$ cat config.mk
export PLATFORM = sky130hd
export DESIGN_NAME = antirrebote_boton
export DESIGN_NICKNAME = d
export VERILOG_FILES = /design/src/rtl/antirrebote_boton.sv
export SDC_FILE = /design/constraint.sdc
export NUM_CORES = 1
export LEC_CHECK = 0
export ABC_AREA = 1
export CAP_MARGIN = 20
export CORE_ASPECT_RATIO = 0.6
export CORE_MARGIN = 4
export CORE_UTILIZATION = 60
export DETAILED_ROUTE_END_ITERATION = 10
export PLACE_DENSITY = 0.78
export SYNTH_ARGS = -nofsm -noshare
export SYNTH_HDL_FRONTEND = slang
export SYNTH_SLANG_ARGS = --single-unit
export TNS_END_PERCENT = 100
$ cat constraint.sdc
create_clock -name clock -period 1.6 [get_ports clock]
set_input_delay 0.32 -clock clock [delete_from_list [all_inputs] [get_ports clock]]
set_output_delay 0.32 -clock clock [all_outputs]
set_load 0.03 [all_outputs]
$ cat src/rtl/antirrebote_boton.sv
// ============================================================================
//  Module   : antirrebote_boton
//  Purpose  : Push-button debouncer with two-flop synchronizer, validation
//             flag and optional one-shot long-press pulse (enabled by the
//             macro ANTIRREBOTE_PULSO_LARGO_EN; default build omits it).
//  Revision : 1.0  initial release
// ============================================================================
`default_nettype none

module antirrebote_boton #(
  parameter int CICLOS_ESTABLE = 500000,
  parameter int CICLOS_LARGO   = 50000000,
  parameter int ANCHO_CONTADOR = 26
) (
  input  logic clock,
  input  logic resetN,
  input  logic botonSucio,
  output logic botonLimpio,
  output logic enValidacion,
  output logic pulsacionLarga
);

  typedef enum logic [1:0] {
    REPOSO         = 2'd0,
    VALIDANDO_ALTO = 2'd1,
    PULSADO        = 2'd2,
    VALIDANDO_BAJO = 2'd3
  } estado_t;

  localparam logic [ANCHO_CONTADOR-1:0] c_cero       = '0;
  localparam logic [ANCHO_CONTADOR-1:0] c_uno        = ANCHO_CONTADOR'(1);
  localparam logic [ANCHO_CONTADOR-1:0] c_fin_estable = ANCHO_CONTADOR'(CICLOS_ESTABLE - 1);

  // Reject parameter sets where the shared counter could wrap.
  if (!(CICLOS_ESTABLE >= 2 && CICLOS_ESTABLE < CICLOS_LARGO &&
        longint'(CICLOS_LARGO) < (longint'(1) << ANCHO_CONTADOR))) begin : g_param_invalido
    $error("antirrebote_boton: invalid CICLOS_ESTABLE/CICLOS_LARGO/ANCHO_CONTADOR");
  end

`ifdef ANTIRREBOTE_PULSO_LARGO_EN
  localparam logic [ANCHO_CONTADOR-1:0] c_fin_largo = ANCHO_CONTADOR'(CICLOS_LARGO - 1);
  localparam logic [ANCHO_CONTADOR-1:0] c_saturado  = ANCHO_CONTADOR'(CICLOS_LARGO);
`endif

  logic                      r_s1;
  logic                      r_s2;
  estado_t                   r_estado;
  logic [ANCHO_CONTADOR-1:0] r_contador;

  always_ff @(posedge clock) begin
    if (!resetN) begin
      r_s1         <= 1'b0;
      r_s2         <= 1'b0;
      r_estado     <= REPOSO;
      r_contador   <= c_cero;
      botonLimpio  <= 1'b0;
      enValidacion <= 1'b0;
`ifdef ANTIRREBOTE_PULSO_LARGO_EN
      pulsacionLarga <= 1'b0;
`endif
    end else begin
      r_s1 <= botonSucio;
      r_s2 <= r_s1;
`ifdef ANTIRREBOTE_PULSO_LARGO_EN
      pulsacionLarga <= 1'b0;
`endif
      case (r_estado)
        REPOSO: begin
          if (r_s2) begin
            r_estado     <= VALIDANDO_ALTO;
            r_contador   <= c_uno;
            enValidacion <= 1'b1;
          end
        end
        VALIDANDO_ALTO: begin
          if (!r_s2) begin
            r_estado     <= REPOSO;
            r_contador   <= c_cero;
            enValidacion <= 1'b0;
          end else if (r_contador == c_fin_estable) begin
            r_estado     <= PULSADO;
            r_contador   <= c_cero;
            botonLimpio  <= 1'b1;
            enValidacion <= 1'b0;
          end else begin
            r_contador <= r_contador + c_uno;
          end
        end
        PULSADO: begin
          if (!r_s2) begin
            r_estado     <= VALIDANDO_BAJO;
            r_contador   <= c_uno;
            enValidacion <= 1'b1;
          end else begin
`ifdef ANTIRREBOTE_PULSO_LARGO_EN
            // Parking at CICLOS_LARGO keeps the pulse one-shot while held.
            if (r_contador < c_fin_largo) begin
              r_contador <= r_contador + c_uno;
            end else if (r_contador == c_fin_largo) begin
              r_contador     <= c_saturado;
              pulsacionLarga <= 1'b1;
            end
`endif
          end
        end
        VALIDANDO_BAJO: begin
          if (r_s2) begin
            r_estado     <= PULSADO;
            r_contador   <= c_cero;
            enValidacion <= 1'b0;
          end else if (r_contador == c_fin_estable) begin
            r_estado     <= REPOSO;
            r_contador   <= c_cero;
            botonLimpio  <= 1'b0;
            enValidacion <= 1'b0;
          end else begin
            r_contador <= r_contador + c_uno;
          end
        end
        default: begin
          r_estado     <= REPOSO;
          r_contador   <= c_cero;
          botonLimpio  <= 1'b0;
          enValidacion <= 1'b0;
        end
      endcase
    end
  end

`ifndef ANTIRREBOTE_PULSO_LARGO_EN
  assign pulsacionLarga = 1'b0;
`endif

endmodule

`default_nettype wire

==> summary.md <==
| Metric | Value |
|---|---|
| Slew @ Worst Pin | `0.612 ns` |
| Pwr/cell area | `686 nW/um^2` |
| CTS clock-pin slew for the worst setup and hold paths | `0.07 ns` |
| Post-Layout Cell Count | `389` |
| Number of port buffers | `4` |
| Critical Path End Type | `flip-flop` |
| Initial antenna violation count | `0` |
| Worst setup SP type | `flip-flop` |
| DP Wirelength | `roughly 3.8 mm` |
| Pre-antenna DRT Iters | `5` |
| Wirelength per Cell | `between 10 and 15 um` |
| Final core occ | `roughly 73%` |
| Largest area contributor in the netlist | `dfxtp_1` |
| Setup-failing EPs final | `0` |
| Synth Register Bits | `32` |
| Share of the synthesized area in the top cell type | `a little under a third` |
| Row Count | `16` |
| Max-slew violation count | `0` |
| Placer congestion estimate | `0.915` |
| Max_slew headroom | `between 50% and 60%` |
| ANT nets after route | `0` |
| Main synth FF type | `dfxtp_1` |
| DR vias/cell | `5.37` |
| Max stage delay cell, worst path | `dfxtp_2` |
| Crit path required time | `1.75 ns` |
| Critical path arrival | `between 1.5 and 2 ns` |
| Placed Area | `around 2200 um^2` |
| Top post-synthesis cells by area | `dfxtp_1 (31%), nand2_1 (18%), nor2_1 (6.4%), inv_1 (6.2%), a21oi_1 (5.8%)` |
| Chip width | `83.6 um` |
| Register area share after synthesis | `between 30% and 40%` |
| Placed insts | `~380` |
| Die Ht | `53.3 um` |
| Fill count | `approximately 270` |
| DRC | `0` |
| Min-Delay Startpoint | `r_s1` |
| DR vias | `~2.1k` |
| Mapped Nets | `325` |
| I/O pins | `6` |
| Largest stage delay, worst path | `~0.35 ns` |
| DR iter-0 viols | `between 200 and 250` |
| Cells on worst reg2reg path | `9` |
| Die ar. | `~4500 um^2` |
| TritonCTS Buffers | `5` |
| Min-Delay Path Class | `flip-flop to flip-flop` |
| Post-Syn Instances | `321` |
| Total clock sinks | `32` |
| Syn Area/Cell | `~6.4 um^2` |
| Drt total wl | `5.41 mm` |
| Fin area | `about 2400 um^2` |
| Max VDD drop | `approximately 0.5 mV` |
| Area Overhead vs Synth | `16.0%` |
| CP Max Fanout | `6` |
| Max Cap Violations | `0` |
| Clock latency on the worst-skew pair | `around 0.29 ns` |
| Asr flop ratio synth | `0%` |
| Period Utilization, post-route | `96.8%` |
| CTS Root Cell | `clkbuf_8` |
| Min Clock Period, post-route | `1.55 ns` |
| Status | `finished clean` |
| Power Total | `between 1.5 and 2 mW` |
| Largest net degree at the start of global routing | `23` |
| Worst path most repeated cell | `nor2_4` |
| Overall routing resource usage | `between 20% and 30%` |
| Worst Hold Depth | `2` |
| Sum Neg Setup Slack | `0 ns` |
| Critical Path Start | `r_contador[0]` |
| CTS tree | `done` |
| Post-synth EDFFs | `0` |
| Hold Path Sink | `r_s2` |
| N_diodes | `0` |
| First-pass GRT wire length | `around 8.5 mm` |
| Worst path cell trace | `ha_2 > nand2_2 > nor2_4 > nand3_2 > nor2_4 > buf_4 > nor2_4 > nand2_1 > a21oi_1` |
| Final Skew | `between 0.006 and 0.007 ns` |
| Worst R2R End | `r_contador[16]` |
| Layout cell share with drive strength beyond 1 | `between 20% and 30%` |
| CTS max path bufs | `2` |
| CP delay by family, top | `simple AND/OR/NAND/NOR gates` |
| Crit path kind | `flip-flop to flip-flop` |
| Final Hold Fails | `0` |
| FF-to-FF setup slack | `roughly 0.051 ns` |
| Starting density of the core | `~63%` |
| Synthesized area | `2060 um^2` |
| Distinct cells, synth | `30` |
| FF-to-FF Start | `r_contador[0]` |
| Fmax | `about 650 MHz` |
| Vias in the first global route | `around 1.8k` |
| Total congestion overflow | `0` |
| Number of synthesis warnings | `0` |
| Worst path bufs/invs | `1` |
| H-tree depth | `2` |
| Core area | `around 3300 um^2` |
| Final net count | `between 300 and 400` |
| P_leak | `a little over 0.9 nW` |
-- worst register-to-register path, delay by kind of cell, from the launching register on --
kind / cells / cell delay, ns
AND/OR/NAND/NOR: 6 / 0.63
flip-flops: 1 / 0.35
adder cells (fa/ha/maj): 1 / 0.19
buffers and inverters: 1 / 0.17
AO/OA/AOI/OAI: 1 / 0.05
-- final cells by class --
class                      count  area [um^2]  share of cell area (%)
clock buffer                   7         96.3                    4.04
inverter                      39          146                    6.14
multi-input combinational    242         1240                    51.9
sequential                    32          647                    27.1
tap                           45         56.3                    2.36
timing repair buffer          24          200                    8.39
-- cells in the mapped netlist, types with 2 or more instances --
cell	n
dfxtp_1	32
nand2_2	6
nor2_4	6
o21bai_1	3
clkbuf_1	2
xor2_1	3
inv_2	5
nand2_1	101
nor2_2	4
buf_4	5
nand3_2	8
a21oi_1	24
nor2_1	35
nor3_1	5
and2_1	2
o21ai_0	6
nand4_1	7
o21ai_2	3
nand3_1	19
inv_1	34
buf_6	2
-- state kept, by name (all words and copies together), names as in the netlist, named ones only --
register and count:
enValidacion 1, r_s1 1, r_s2 1, r_contador 26
r_estado 1, botonLimpio 1
-- what timing repair did --
item                                    in CTS  in global routing
gates resized for setup                      2                 14
endpoints found under the setup margin       3                 28
buffers inserted                             2                  3
hold buffers                                 0                  0
gates cloned                                 0                  2
pin swaps                                    1                  4
-- placed cells by master (no fill, tap or decap), types with 7 or more instances in the layout --
master,n
buf_4,19
nor2_1,32
clkbuf_8,7
nand3_1,19
dfxtp_1,27
nand2_1,97
nor2_2,7
a21oi_1,24
nand4_1,7
nand2_2,10
nor2_4,8
inv_1,34
nand3_2,8
-- power breakdown --
part	switching [mW]	internal, mW	leakage (nW)
Clock	0.304	0.383	0.0503
Combinational	0.0948	0.0383	0.621
Sequential	0.00837	0.809	0.261
-- routing by layer --
metal  vias to the layer above  track usage [%]  routed length (um)
met1                       919             35.3                2590
met5                         -                0                   0
met2                        96             35.5                2150
met4                         0             7.22                  99
li1                       1059                -                   -
met3                        15             7.93                 575
-- per-stage QoR --
stage,hold slack [ns],setup WS [ns]
after floorplan,0.390,0.148
after global placement,0.395,0.00571
after detailed placement,0.402,-0.0195
after CTS,0.418,-0.000753
after global routing,0.458,-0.00220
final,0.421,0.0509
-- worst max path at each step --
stage / slack [ns] / end / depth (start not counted)
4_1_cts: -0.0008 / r_contador[20] / 9
3_5_place_dp: -0.02 / r_contador[18] / 9
2_1_floorplan: 0.15 / r_contador[25] / 9
3_3_place_gp: 0.006 / r_contador[18] / 9
6_report: 0.05 / r_contador[16] / 9
5_1_grt: -0.002 / r_contador[13] / 9
-- cell families (layout without fill, tap and decap cells) --
logic type                 Yosys count  in the layout  synth area share (%)
other                                1              1                 0.182
xor gates and xnor gates             4              4                  1.70
adders and majority gates            1              1                 0.609
and+or+nand+nor                    196            198                  45.2
AOI/OAI and AO/OA                   38             38                  10.5
DFF                                 32             32                  31.2
buffers and inverters               49             70                  10.7
(Power assumes the default switching activity.)
